**config.mk**
```make
export PLATFORM = sky130hd
export DESIGN_NAME = ring_marker_detector
export DESIGN_NICKNAME = d
export VERILOG_FILES = /design/src/rtl/marker_pkg.sv /design/src/rtl/ring_marker_detector_rle.sv /design/src/rtl/ring_marker_detector.sv
export SDC_FILE = /design/constraint.sdc
export NUM_CORES = 1
export LEC_CHECK = 0
export ABC_AREA = 1
export CELL_PAD_IN_SITES_DETAIL_PLACEMENT = 0
export CELL_PAD_IN_SITES_GLOBAL_PLACEMENT = 1
export CORE_UTILIZATION = 47
export CTS_CLUSTER_DIAMETER = 40
export CTS_CLUSTER_SIZE = 40
export DETAILED_ROUTE_END_ITERATION = 6
export HOLD_SLACK_MARGIN = 0.08
export PLACE_DENSITY = 0.82
export SYNTH_ARGS = -nofsm -noshare
export SYNTH_HDL_FRONTEND = slang
export SYNTH_SLANG_ARGS = --single-unit
```
**constraint.sdc**
```tcl
create_clock -name clk_in -period 10.45 [get_ports clk_in]
set_input_delay 2.09 -clock clk_in [delete_from_list [all_inputs] [get_ports clk_in]]
set_output_delay 2.09 -clock clk_in [all_outputs]
set_load 0.03 [all_outputs]
```
**src/rtl/marker_pkg.sv**
```systemverilog
// Shared types and constants for the ring marker detector.
// Run descriptors pass from the run-length encoder into the window.
package marker_pkg;

    localparam int SCREEN_WIDTH = 1024;
    localparam int MAX_WIDTH    = 100;
    localparam int HW           = $clog2(SCREEN_WIDTH) + 1;
    localparam int WW           = $clog2(MAX_WIDTH + 1) + 1;

    typedef enum logic [1:0] {
        COL_BLACK,
        COL_WHITE,
        COL_OTHER
    } colour_t;

    typedef enum logic {
        TRK_IDLE,
        TRK_RUN
    } trk_state_t;

    typedef struct packed {
        logic          valid;
        colour_t       colour;
        logic [HW-1:0] start;
        logic [WW-1:0] width;
    } run_t;

    function automatic logic [1:0] popcount3(input logic [2:0] v);
        return {1'b0, v[0]} + {1'b0, v[1]} + {1'b0, v[2]};
    endfunction

endpackage

```
**src/rtl/ring_marker_detector_rle.sv**
```systemverilog
// Pixel classifier and glitch-filtered run-length encoder.
// Emits a run descriptor with a one-cycle push strobe when a run closes.
module run_length_encoder
    import marker_pkg::*;
#(
    parameter int WHITE_THRES = 2,
    parameter int BLACK_THRES = 1,
    parameter int GLITCH_LEN  = 1
) (
    input  logic          clk_in,
    input  logic          rst_in,
    input  logic          line_start_in,
    input  logic          pix_valid_in,
    input  logic [HW-1:0] hcount_in,
    input  logic [2:0]    rgb_in,
    output run_t          run,
    output logic          push
);

    localparam int PW = $clog2(GLITCH_LEN + 1) + 1;

    trk_state_t    state, state_n;
    colour_t       col, col_n, pcol;
    logic [HW-1:0] start, start_n;
    logic [WW-1:0] len, len_n;
    logic [PW-1:0] pend, pend_n;
    logic [WW:0]   grow;
    logic [1:0]    pc;

    always_comb begin
        pc = popcount3(rgb_in);
        if (int'(pc) >= WHITE_THRES) begin
            pcol = COL_WHITE;
        end else if (int'(pc) <= BLACK_THRES) begin
            pcol = COL_BLACK;
        end else begin
            pcol = COL_OTHER;
        end
    end

    always_ff @(posedge clk_in or posedge rst_in) begin
        if (rst_in) begin
            state <= TRK_IDLE;
            col   <= COL_OTHER;
            start <= '0;
            len   <= '0;
            pend  <= '0;
        end else begin
            state <= state_n;
            col   <= col_n;
            start <= start_n;
            len   <= len_n;
            pend  <= pend_n;
        end
    end

    always_comb begin
        state_n = state;
        col_n   = col;
        start_n = start;
        len_n   = len;
        pend_n  = pend;
        push    = 1'b0;
        grow    = {1'b0, len} + (WW+1)'(pend) + (WW+1)'(1);

        run.colour = col;
        run.start  = start;
        run.width  = len;
        run.valid  = (col != COL_OTHER) && (len <= WW'(MAX_WIDTH));

        if (line_start_in) begin
            state_n = TRK_IDLE;
            col_n   = COL_OTHER;
            start_n = '0;
            len_n   = '0;
            pend_n  = '0;
            if (pix_valid_in) begin
                state_n = TRK_RUN;
                col_n   = pcol;
                start_n = hcount_in;
                len_n   = WW'(1);
            end
        end else if (pix_valid_in) begin
            case (state)
                TRK_IDLE: begin
                    state_n = TRK_RUN;
                    col_n   = pcol;
                    start_n = hcount_in;
                    len_n   = WW'(1);
                    pend_n  = '0;
                end
                TRK_RUN: begin
                    if (pcol == col) begin
                        // matching pixel swallows any pending glitch
                        if (grow > (WW+1)'(MAX_WIDTH + 1)) begin
                            len_n = WW'(MAX_WIDTH + 1);
                        end else begin
                            len_n = grow[WW-1:0];
                        end
                        pend_n = '0;
                    end else if (pend == PW'(GLITCH_LEN)) begin
                        push    = 1'b1;
                        col_n   = pcol;
                        start_n = hcount_in - HW'(GLITCH_LEN);
                        len_n   = WW'(GLITCH_LEN + 1);
                        pend_n  = '0;
                    end else begin
                        pend_n = pend + PW'(1);
                    end
                end
                default: state_n = TRK_IDLE;
            endcase
        end
    end

endmodule

```
**src/rtl/ring_marker_detector.sv**
```systemverilog
// Scan-line ring marker detector: run window, ring compare,
// score sum and registered detection outputs.
module ring_marker_detector
    import marker_pkg::*;
#(
    parameter int NUM_RINGS      = 5,
    parameter int MIN_WIDTH      = 5,
    parameter int MAX_WIDTH_DIFF = 40,
    parameter int TOL_SHIFT      = 2,
    parameter int WHITE_THRES    = 2,
    parameter int BLACK_THRES    = 1,
    parameter int GLITCH_LEN     = 1,
    parameter int CENTRE_WHITE   = 1
) (
    input  logic          clk_in,
    input  logic          rst_in,
    input  logic          line_start_in,
    input  logic          pix_valid_in,
    input  logic [HW-1:0] hcount_in,
    input  logic [2:0]    rgb_in,
    output logic          det_valid_out,
    output logic [HW-1:0] det_coord_out,
    output logic [WW-1:0] det_centre_width_out,
    output logic [10:0]   det_score_out,
    output logic [3:0]    det_count_out
);

    localparam int NRUN = 2 * NUM_RINGS + 1;
    localparam colour_t CENTRE_COL = (CENTRE_WHITE != 0) ? COL_WHITE : COL_BLACK;

    run_t          new_run;
    logic          push;
    run_t          win [NRUN];

    logic          match;
    logic [WW-1:0] r, d;
    logic [15:0]   sum;
    logic [10:0]   score;
    logic [HW-1:0] coord;

    logic          s2_valid;
    logic [HW-1:0] s2_coord;
    logic [WW-1:0] s2_width;
    logic [10:0]   s2_score;

    run_length_encoder #(
        .WHITE_THRES (WHITE_THRES),
        .BLACK_THRES (BLACK_THRES),
        .GLITCH_LEN  (GLITCH_LEN)
    ) u_rle (
        .clk_in        (clk_in),
        .rst_in        (rst_in),
        .line_start_in (line_start_in),
        .pix_valid_in  (pix_valid_in),
        .hcount_in     (hcount_in),
        .rgb_in        (rgb_in),
        .run           (new_run),
        .push          (push)
    );

    always_ff @(posedge clk_in or posedge rst_in) begin
        if (rst_in) begin
            for (int i = 0; i < NRUN; i++) win[i] <= '0;
        end else if (line_start_in) begin
            for (int i = 0; i < NRUN; i++) win[i] <= '0;
        end else if (match) begin
            // reported once: drop the whole window
            for (int i = 0; i < NRUN; i++) win[i].valid <= 1'b0;
        end else if (push) begin
            win[0] <= new_run;
            for (int i = 1; i < NRUN; i++) win[i] <= win[i-1];
        end
    end

    always_comb begin
        match = 1'b1;
        sum   = '0;
        d     = '0;
        r     = win[NUM_RINGS].width >> 1;
        for (int i = 0; i < NRUN; i++) begin
            if (!win[i].valid) match = 1'b0;
        end
        for (int i = 0; i < NRUN - 1; i++) begin
            if (win[i].colour == win[i+1].colour) match = 1'b0;
        end
        if (win[NUM_RINGS].colour != CENTRE_COL) match = 1'b0;
        for (int i = 0; i < NRUN; i++) begin
            if (i != NUM_RINGS) begin
                d = (win[i].width > r) ? win[i].width - r : r - win[i].width;
                if (win[i].width < WW'(MIN_WIDTH)) match = 1'b0;
                if (d >= WW'(MAX_WIDTH_DIFF)) match = 1'b0;
                if (d > (r >> TOL_SHIFT)) match = 1'b0;
                sum = sum + 16'(d);
            end
        end
        score = (sum > 16'd2047) ? 11'd2047 : sum[10:0];
        coord = win[NUM_RINGS].start + HW'(r);
    end

    always_ff @(posedge clk_in or posedge rst_in) begin
        if (rst_in) begin
            s2_valid <= 1'b0;
            s2_coord <= '0;
            s2_width <= '0;
            s2_score <= '0;
        end else begin
            s2_valid <= match;
            if (match) begin
                s2_coord <= coord;
                s2_width <= win[NUM_RINGS].width;
                s2_score <= score;
            end
        end
    end

    always_ff @(posedge clk_in or posedge rst_in) begin
        if (rst_in) begin
            det_valid_out        <= 1'b0;
            det_coord_out        <= '0;
            det_centre_width_out <= '0;
            det_score_out        <= '0;
            det_count_out        <= '0;
        end else begin
            det_valid_out <= s2_valid;
            if (s2_valid) begin
                det_coord_out        <= s2_coord;
                det_centre_width_out <= s2_width;
                det_score_out        <= s2_score;
            end
            if (line_start_in) begin
                det_count_out <= '0;
            end else if (s2_valid && det_count_out != 4'd15) begin
                det_count_out <= det_count_out + 4'd1;
            end
        end
    end

endmodule

```
# Word-level counts from Yosys, hierarchy flattened
# Cells that the tools add are included.
[classes] add_sub_neg=37 n_lt_le_gt_ge=45 eq_ne=19 mux=123 n_bitwise=1 reduce_logical=9
[ops] op="$mux W242" n=2
[ops] op="$mux W21" n=11
[ops] op="$mux W8" n=15
[ops] op="$ge A8 B6 Y1 const B" n=10
[ops] op="$gt A8 B5 Y1" n=10
[ops] op="$gt A8 B7 Y1" n=10
[ops] op="$lt A8 B3 Y1 const B" n=10
[ops] op="$sub A7 B8 Y8" n=10
[ops] op="$sub A8 B7 Y8" n=10
[ops] op="$mux W1" n=72
[ops] op="$mux W11" n=6
[ops] op="$eq A2 B2 Y1" n=11
[ops] op="$mux W2" n=11
[ops] op="$pmux W11 S2" n=1
[ops] op="$add A15 B8 Y16" n=1
[ops] op="$add A16 B8 Y16" n=1
[ops] op="$gt A16 B11 Y1 const B" n=1
[ops] op="$pmux W8 S2" n=1
[ops] op="$add A14 B8 Y15" n=1
[ops] op="$add A13 B8 Y14" n=1
[ops] op="$add A12 B8 Y13" n=1
[ops] op="$add A11 B8 Y12" n=1
[ops] op="$add A10 B8 Y11" n=1
[ops] op="$add A11 B7 Y11" n=1
[ops] op="26 further kinds" n=35
[word_totals] ff_bits=321 in_bits=18 output_inout_bits=35 word_cells=291

# Longest topological paths before layout
# Gate-level depths: netlist of run 1.
[depth] ltp_word=54 ltp_mapped=35 mapped_depth_nobuf=35

# By module
# From an unflattened synthesis of run 1, not the netlist that was laid out.
[hier_totals] cells_unflattened=2972 area_unflattened_um2=22929.5
[modules_own_cells] mod="ring_marker_detector" instances=1 cells_per_inst=2746 area_per_inst_um2=21271.7 seq_area_each_um2=6331.1
[modules_own_cells] mod="run_length_encoder" instances=1 cells_per_inst=226 area_per_inst_um2=1657.8 seq_area_each_um2=601.8

# Least setup slack after synthesis of run 1
# Ideal clock, no wire load.
[synth_path] path_type="flip-flop to flip-flop" from="register win (netlist bit r[1])" to="register s2_score[2]" setup_ns=0.120 arrival_time_ns=7.678 required_ns=10.330 setup_slack_ns=2.652 path_stages_with_launch=30 path_buffers=1 period_less_slack_ns=7.798 cell_sequence="dfrtp_1 > inv_1 > fa_1 > inv_1 > o21ai_1 > nand2_1 > nand2_1 > nand2_1 > buf_2 > nand2_1 > o21ai_0 > xor2_1 > inv_1 > fa_1 > fa_1 > fa_1 > fa_1 > inv_1 > fa_1 > inv_1 > fa_1 > a21oi_1 > o21ai_0 > a21o_1 > a21o_1 > a21oi_1 > inv_1 > or2_2 > o21ai_0 > inv_1"
[synth_via] elab_chain_cells=32 word_cells_on_any_way=100 cone_classes="add/sub: 29; order compare: 31; mux: 40"
[synth_lines] element="start, declared" line="ring_marker_detector.sv:33" rtl="run_t win [NRUN];"
[synth_lines] element="parallel branches: the longest is 32 deep, another holds $add A15 B8 Y16"
[synth_lines] element="end signal, assigned" line="ring_marker_detector.sv:111" rtl="s2_score <= score;"
[synth_lines] element="end, declared" line="ring_marker_detector.sv:44" rtl="logic [10:0] s2_score;"
# Several ways; the timed one is not identified.
# A chain may end at the register's enable or synchronous reset.

# Worst setup path after layout of run 1
[layout_path] from="register win (netlist bit r[4])" to="register s2_score[1]"
# Same word-level chain as after synthesis.

==> results.toml, run 1 <==
[detailed_routing]
routed_via_density = 5.367
route.final.wire_length_um = 74750
drt_pre_antenna_iters = 5
vias = 21530
postRouteAntennaNets = 0
drcViolationCount = 0
wl_per_cell_um = 18.63
drt_first_iter_violations = 1549

[timing]
tightest_slew_ps = 1048
relative_slew_slack_pct = 30.16
slew_violations = 0
fmax_mhz = 127.6
finalClockSkew_ps = 25.40
setup_tns_ps = 0
timing.final.crit_share_pct = 75.00
timing.hold.ws_ps = 476.1
final.min_clock_period_ps = 7838
report.final.hold_viol_count = 0
finalSetupViolations = 0
rsz_0062_raised_after_global_routing = "false"

[critical_path]
crit_path_start_kind = "register"
critPathMaxFanout = 15
timing.critical_path.mode_cell = "inv_1"
max_stage_delay_ps = 550
crit_path_end_kind = "register"
worst-setup-path-type = "reg2reg"
critPathSlowestCell = "fa_1"
critical_path_required_ps = 10900
timing.critical_path.arrival_ps = 8290

[synthesis]
synth.lib_cells_used.distinct = 50
synthesized_nets = 3625
synth_largest_type_area_fraction_pct = 29.13
synthesis.yosys.warnings = 0
synth_top_flop_cell = "dfrtp_1"
postSynthRegisterBits = 277
synth.cell_area_mm2 = 0.02371
synth_area_leader_cell = "dfrtp_1"
synth_edf_count = 0
syn_inst = 3303
synth.area.top_cells = "dfrtp_1 (29%), nand2_1 (15%), ha_1 (12%)"
postSynth.asyncResetShare_pct = 100.0
syn_area_per_cell_um2 = 7.178
synth_seq_area_share_pct = 29.24

[clock_network]
ctsHtreeMaxLevel = 2
clock_tree.buffer_depth = 3
post_cts_resized = 0
insertion_delay_ps = 590
numCtsBuffers = 51
cts_root_buf = "clkbuf_16"
post_cts_setup_inserts = 0
postCtsHoldBufs = 0
clkSinkCount = 277
clk_pin_slew_ps = 50
tritoncts = "done"

[run_status]
status = "complete, no violations"

[layout]
drive_gt1_share_pct = 5.167
commonest_non_fill_non_tap_cell_in_the_layout = "nand2_1"
areaGrowthSynthToFinish_pct = 12.22
num_antenna_cells = 0
nNetsFinal = 3629
mostFrequentLayoutCells = "nand2_1 (920), inv_1 (481), dfrtp_1 (275), nand3_1 (226), ha_1 (222)"

[pwr]
leak_pwr_nw = 15.27
powerDensity_mw_per_mm2 = 140.2
vdd_ir_drop_max_v = 0.0001401

[global_route]
global_route_wire_length_before_repair_um = 117700
grt_max_degree = 221
antenna_violations_before_repair = 0
globalRoute.totalOverflow = 0
tot_gr_track_use_pct = 29.74
grt_pass1_vias = 21110

[job]
drv.max_cap_violation_count = 0

[die]
start_util_pct = 48.04
floorplan.io_pins = 53
floorplan.die.width_um = 226.6
core_region_area_mm2 = 0.04936
core.rowCount = 81
dieArea_mm2 = 0.05135
overall_die_height_um = 226.6

[placement]
dp_hpwl_um = 54950
place_congestion = 0.9795
place.port_buffers = 52

[worst_hold_path]
min-delay-path-class = "reg2reg"
synthesized netlist by cell type (2+ instances only):
library cell  count
nand2_1         920
inv_1           483
dfrtp_1         276
nand3_1         226
ha_1            222
a21oi_1         200
nor2_1          199
nand4_1         175
o21ai_0         136
xor2_1           84
fa_1             82
clkbuf_1         58
buf_2            28
inv_2            27
buf_1            23
xnor2_1          21
nor3_1           14
o21ai_1          13
buf_4            12
nand2_2          10
a31oi_1           8
nand3b_1          8
a21o_1            7
o211ai_1          7
o21a_1            7
o21bai_1          6
o22ai_1           5
or2_0             5
or2_2             5
o21ai_2           4
or2_1             4
clkbuf_2          3
nand2b_1          3
nor3_2            3
nor4_1            3
and2_0            2
power breakdown:
| group | internal [W] | switching [W] |
|---|---|---|
| combinational | 0.000283 | 0.000533 |
| clock | 0.00118 | 0.000607 |
| sequential | 0.00111 | 0.0000240 |
metal layers:
layer	vias to the layer above	part of all wire [%]	track usage (%)	wire length [um]
met5	-	0	0	0
met2	504	47	49.86	35260
met1	10240	45	39.44	33910
li1	10650	-	-	-
met3	143	4.0	3.473	2957
met4	0	3.5	10.64	2629
final timing paths:
check	cells past startpoint	endpoint	slack, ps	startpoint
setup / recovery	29	s2_score[1]	2610	r[4]
hold / removal	2	u_rle.start[3]	480	u_rle.start[3]
setup reg to reg	29	s2_score[1]	2610	r[4]
hold reg to reg	2	u_rle.start[3]	480	u_rle.start[3]
max in group asynchronous	3	s2_score[3]	6760	rst_in
min in group asynchronous	2	win[212]	2070	rst_in
cells by family after synthesis:
logic type | after synthesis | share of synthesized area, %
simple gates | 1582 | 28.85
buf+inv | 635 | 10.44
fa+ha+maj | 304 | 18.64
flops | 277 | 29.24
xor+xnor | 105 | 3.879
compound gates | 400 | 8.956
final cells by class:
class	instances	area [um^2]
inverters	510	1929
well taps	664	830.8
clock inverters	34	503.0
clock buffers	60	1380
fillers	4868	22750
repair buffers	76	713.2
multi-input cells	2391	14320
flip-flops and latches	277	6934
registers in the layout, indices dropped and copies added, names as in the netlist, 8 cells and up:
signal / count
det_score_out: 11
det_coord_out: 11
s2_coord: 11
s2_width: 8
u_rle.len: 8
u_rle.start: 11
win: 180
det_centre_width_out: 8
s2_score: 11
critical path: cells and delay by family, from the launching register on:
kind,cells,cell delay [ps]
buffers and inverters,9,1330
XOR/XNOR,1,200
AO/OA/AOI/OAI,9,1880
adder cells (fa/ha/maj),7,3320
AND/OR/NAND/NOR,3,580
flip-flops,1,350
per-stage QoR:
stage | utilization [%] | setup slack (ps) | area (um^2) | instances | power, W
2_1_floorplan | - | 724.5 | 23710 | 3303 | 0.001751
3_5_place_dp | 50.09 | 2661 | 24720 | 3918 | 0.001960
4_1_cts | 53.91 | 2632 | 26610 | 4012 | 0.003760
5_1_grt | 53.91 | 2050 | 26610 | 4012 | 0.003918
6_report | 53.91 | 2612 | 26610 | 4012 | 0.003731
3_3_place_gp | 50.09 | 2727 | 24720 | 3918 | 0.001948
No activity file was read; power rests on OpenSTA's default activity.
==> run 2: changes to the inputs <==
CORE_UTILIZATION = 43   (was 47)
PLACE_DENSITY = 0.79   (was 0.82)
clock period = 7.1 ns   (was 10.45 ns; I/O delays follow)
==> results.toml, run 2 (synthesized netlist as in run 1, its figures left out) <==
[critical_path]
worst-setup-path-type = "reg2reg"
critical_path_required_ps = 7560
timing.critical_path.arrival_ps = 7290
setup.reg_to_reg.worst_slack_ps = 270
timing.critical_path.mode_cell = "inv_1"
max_stage_delay_ps = 550
timing.critical_path.from = "r[0]"
ff2ff_path_depth = 30
critical_path.reg2reg.startpoint = "r[0]"
rr_endpoint = "s2_score[0]"
crit_path_start_kind = "register"
critPathSlowestCell = "fa_1"
critPathMaxFanout = 7
crit_path_end_kind = "register"
crit_end = "s2_score[0]"

[timing]
final_worst_setup_slack_ps = 272.5
tightest_slew_ps = 1016
report.final.hold_viol_count = 0
timing.final.crit_share_pct = 96.16
setup_tns_ps = 0
final.min_clock_period_ps = 6828
timing.hold.ws_ps = 480.1
relative_slew_slack_pct = 32.27
slew_violations = 0
rsz_0062_raised_after_global_routing = "true"
fmax_mhz = 146.5
finalClockSkew_ps = 47.79
finalSetupViolations = 0

[placement]
dp_hpwl_um = 56730
dpl_worst_slack_ps = 96.18
place_congestion = 0.9275
place.port_buffers = 52

[detailed_routing]
routed_via_density = 5.307
route.layer.met1.wl_um = 35100
wl_per_cell_um = 18.64
wire_length_on_met2_um = 36470
route.final.wire_length_um = 77200
vias = 21980
highest_layer_used_for_signal_routing = "met4"
postRouteAntennaNets = 0
met3_length_um = 3443
drcViolationCount = 0
drt_first_iter_violations = 1729
drt_pre_antenna_iters = 6

[die]
start_util_pct = 43.80
core_region_area_mm2 = 0.05413
core.rowCount = 85
overall_die_height_um = 236.8
floorplan.io_pins = 53
floorplan.die.width_um = 236.8
dieArea_mm2 = 0.05608

[global_route]
grt_max_degree = 175
antenna_violations_before_repair = 0
global_route_wire_length_before_repair_um = 121100
tot_gr_track_use_pct = 27.50
globalRoute.totalOverflow = 0
grt_pass1_vias = 21370

[layout]
nFillCells = 5319
areaGrowthSynthToFinish_pct = 17.38
max_flop_register = "win"
final_core_utilization_pct = 51.41
mostFrequentLayoutCells = "nand2_1 (913), inv_1 (475), dfrtp_1 (272), nand3_1 (225), ha_1 (204)"
register_area_mm2 = 0.006938
largest_register_ff_count = 180
num_antenna_cells = 0
drive_gt1_share_pct = 9.434
commonest_non_fill_non_tap_cell_in_the_layout = "nand2_1"
nNetsFinal = 3720
multi_input_area_mm2 = 0.01460

[clock_network]
numCtsBuffers = 56
cts_root_buf = "clkbuf_16"
insertion_delay_ps = 620
ctsHtreeMaxLevel = 2
postCtsHoldBufs = 0
tritoncts = "done"
clkSinkCount = 277
clock_tree.buffer_depth = 3
clk_pin_slew_ps = 50

[worst_hold_path]
min-delay-path-class = "reg2reg"

[pwr]
vdd_ir_drop_max_v = 0.0001951
power.total_w = 0.005601
powerDensity_mw_per_mm2 = 201.2
leak_pwr_nw = 15.78

[run_status]
status = "complete, no violations"

[job]
drv.max_cap_violation_count = 0
## run 2: final cells by class
class,count,share of cell area [%]
clock buffers,71,5.638
clock inverters,34,1.259
inverters,510,6.933
multi-input cells,2391,52.45
flip-flops and latches,277,24.93
well taps,696,3.129
repair buffers,162,5.660
## run 2: where the power goes
group          switching [W]  total [W]  internal (W)
Sequential         0.0000325    0.00166       0.00163
Clock               0.000966    0.00263       0.00166
Combinational       0.000844    0.00131      0.000470
## run 2: worst min path at each step
stage / from / to / slack (ps) / depth (start not counted)
6_report: u_rle.start[10] / u_rle.start[10] / 480 / 2
5_1_grt: u_rle.start[3] / u_rle.start[3] / 510 / 2
2_1_floorplan: s2_valid / det_valid_out / 350 / 0
4_1_cts: u_rle.start[10] / u_rle.start[10] / 480 / 2
3_3_place_gp: u_rle.start[10] / u_rle.start[10] / 470 / 2
3_5_place_dp: u_rle.start[10] / u_rle.start[10] / 470 / 2
## run 2: through the flow
stage | cells | cell area [um^2]
after floorplan | 3303 | 23750
after global placement | 4019 | 25480
after detailed placement | 4019 | 25480
after CTS | 4124 | 27400
after global routing | 4141 | 27830
final | 4141 | 27830
## run 2: per-layer routing
layer	track usage (%)	up-vias
met5	0	-
met4	7.595	0
met3	2.588	136
met2	45.78	566
met1	38.05	10460
li1	-	10810
## run 2: critical path, delay by kind of cell, from the launching register on
kind	cells	cell delay, ps
flops	1	430
buf+inv	8	660
fa+ha+maj	8	3590
simple gates	5	630
xor+xnor	1	250
compound gates	8	1110
## run 2: what timing repair did
| action | in CTS | in global routing |
|---|---|---|
| setup endpoints to repair | 0 | 11 |
| gates resized for setup | 0 | 77 |
| buffers inserted | 0 | 16 |
==> run 3: changes to the inputs <==
ABC_AREA = 0   (was 1)
CORE_MARGIN = 8   (was not set)
CORE_UTILIZATION = 46   (was 43)
TNS_END_PERCENT = 10   (was not set)
==> results.toml, run 3 <==
[die]
floorplan.die.width_um = 234.6
overall_die_height_um = 234.6
dieArea_mm2 = 0.05503
floorplan.io_pins = 53
start_util_pct = 46.33
core_region_area_mm2 = 0.04745
core.rowCount = 80

[critical_path]
worst-setup-path-type = "reg2reg"
max_stage_delay_ps = 600
rr_endpoint = "s2_score[4]"
crit_path_end_kind = "register"
timing.critical_path.arrival_ps = 7560
critical_path_required_ps = 7520
critical_path_cell_count = 28
path_delay_family = "adder cells"
critPathMaxFanout = 5
cp.buffers_inverters = 6
setup.reg_to_reg.worst_slack_ps = -40
timing.critical_path.mode_cell = "fa_1"
critical_path.reg2reg.startpoint = "r[0]"
crit_path_start_kind = "register"
timing.critical_path.from = "r[0]"
ff2ff_path_depth = 28
critPathSlowestCell = "fa_1"

[timing]
fmax_mhz = 140.1
timing.final.crit_share_pct = 100.6
rsz_0062_raised_after_global_routing = "true"
final.min_clock_period_ps = 7139
report.final.hold_viol_count = 0
slew_violations = 0
finalClockSkew_ps = 43.12
relative_slew_slack_pct = 26.26
finalSetupViolations = 6
final_worst_setup_slack_ps = -39.08
setup_tns_ps = -119.2
tightest_slew_ps = 1104

[worst_hold_path]
hold_start = "s2_width[0]"
hold_end = "s2_width[0]"
min-delay-path-class = "reg2reg"
hold_depth = 1

[synthesis]
postSynth.asyncResetShare_pct = 100.0
most_common_cell_in_the_netlist = "dfrtp_1"
post_synth_most_frequent_cells = "dfrtp_1 (276), ha_1 (222), inv_1 (201)"
synth.lib_cells_used.distinct = 83
synthesis.yosys.warnings = 0
synth_seq_area_share_pct = 31.54
synth_top_flop_cell = "dfrtp_1"
syn_inst = 2216
synth.area.top_cells = "dfrtp_1 (31%), ha_1 (13%), fa_1 (7.5%)"
synth_edf_count = 0
synth_largest_type_area_fraction_pct = 31.42
syn_area_per_cell_um2 = 9.919
synth.cell_area_mm2 = 0.02198
synthesized_nets = 2538
synth_area_leader_cell = "dfrtp_1"
postSynthRegisterBits = 277

[layout]
final_core_utilization_pct = 59.18
drive_gt1_share_pct = 24.31
commonest_non_fill_non_tap_cell_in_the_layout = "buf_4"
nFillCells = 4074
nNetsFinal = 2948
num_antenna_cells = 0
areaGrowthSynthToFinish_pct = 27.74
register_area_mm2 = 0.006934
mostFrequentLayoutCells = "buf_4 (385), dfrtp_1 (275), ha_1 (215), inv_1 (192), a22o_1 (108)"
largest_register_ff_count = 180
multi_input_area_mm2 = 0.01406
max_flop_register = "win"

[clock_network]
numCtsBuffers = 50
cts_root_buf = "clkbuf_16"
insertion_delay_ps = 610
clk_pin_slew_ps = 50
tritoncts = "done"
clock_tree.buffer_depth = 3
ctsHtreeMaxLevel = 2
postCtsHoldBufs = 0
clkSinkCount = 277

[placement]
place_congestion = 0.9606
place.port_buffers = 52
dpl_worst_slack_ps = -411.6
dp_hpwl_um = 54400

[pwr]
powerDensity_mw_per_mm2 = 153.0
leak_pwr_nw = 13.63
vdd_ir_drop_max_v = 0.0001681
power.total_w = 0.004297

[run_status]
violations = "setup timing"
status = "complete, but fails checks"

[job]
drv.max_cap_violation_count = 0

[detailed_routing]
drt_pre_antenna_iters = 6
drt_first_iter_violations = 1204
route.final.wire_length_um = 69490
drcViolationCount = 0
wl_per_cell_um = 21.18
routed_via_density = 5.685
vias = 18650
postRouteAntennaNets = 0

[global_route]
globalRoute.totalOverflow = 0
grt_max_degree = 178
grt_pass1_vias = 19150
tot_gr_track_use_pct = 25.48
antenna_violations_before_repair = 1
global_route_wire_length_before_repair_um = 109000
run 3: through the flow:
step           cells  hold WS, ps  instance area [um^2]
6_report        3281        489.7                 28080
5_1_grt         3281        506.4                 28080
4_1_cts         3269        487.4                 27860
3_5_place_dp    3162        475.1                 25880
3_3_place_gp    3162        465.6                 25880
2_1_floorplan   2216        408.0                 21980
run 3: area by class of cell:
type	instances	share of cell area, %
Tap cell	615	2.741
Multi-Input combinational cell	1634	50.08
Sequential cell	277	24.70
Timing Repair Buffer	462	13.73
Clock buffer	54	4.581
Inverter	201	2.714
Clock inverter	38	1.453
run 3: kinds of logic after synthesis:
kind of cell | Yosys count | synth area share [%]
flops | 277 | 31.54
compound gates | 559 | 18.14
mux | 179 | 8.567
fa+ha+maj | 304 | 20.11
buf+inv | 305 | 5.846
simple gates | 507 | 12.42
xor+xnor | 85 | 3.387
run 3: worst max-delay path by stage:
| stage | to | slack (ps) |
|---|---|---|
| after floorplan | s2_score[10] | -1440 |
| after global placement | s2_score[9] | -350 |
| after detailed placement | s2_score[9] | -410 |
| after CTS | s2_score[9] | -10 |
| after global routing | s2_score[9] | -280 |
| final | s2_score[4] | -40 |
run 3: what timing repair did:
item / 4_1_cts / 5_1_grt
setup buffers: 14 / 12
cloned: 1 / 0
gates resized for setup: 38 / 33
endpoints found under the setup margin: 11 / 11
pin swaps: 45 / 49
run 3: metal layers:
metal  vias to the layer above  routed length (um)  GRT usage [%]  share of wire [%]
met1                      9301               30470          32.87                 44
li1                       8780                   -              -                  -
met3                       127                3025          3.326                4.4
met2                       445               33370          43.33                 48
met4                         0                2617          9.595                3.8
met5                         -                   0              0                  0
run 3: worst reg2reg max path, delay by kind of cell (launching register included):
kind / cells / cell delay (ps)
buffers and inverters: 6 / 580
flip-flops: 1 / 410
AND/OR/NAND/NOR: 2 / 240
XOR/XNOR: 1 / 160
AO/OA/AOI/OAI: 10 / 1910
multiplexers: 1 / 180
adder cells (fa/ha/maj): 8 / 3460
run 3: power breakdown:
part	total [W]	internal [W]	switching, W	leakage (nW)
Clock	0.00240	0.00146	0.000939	0.814
Sequential	0.00162	0.00160	0.0000148	3.83
Combinational	0.000277	0.000106	0.000171	8.98
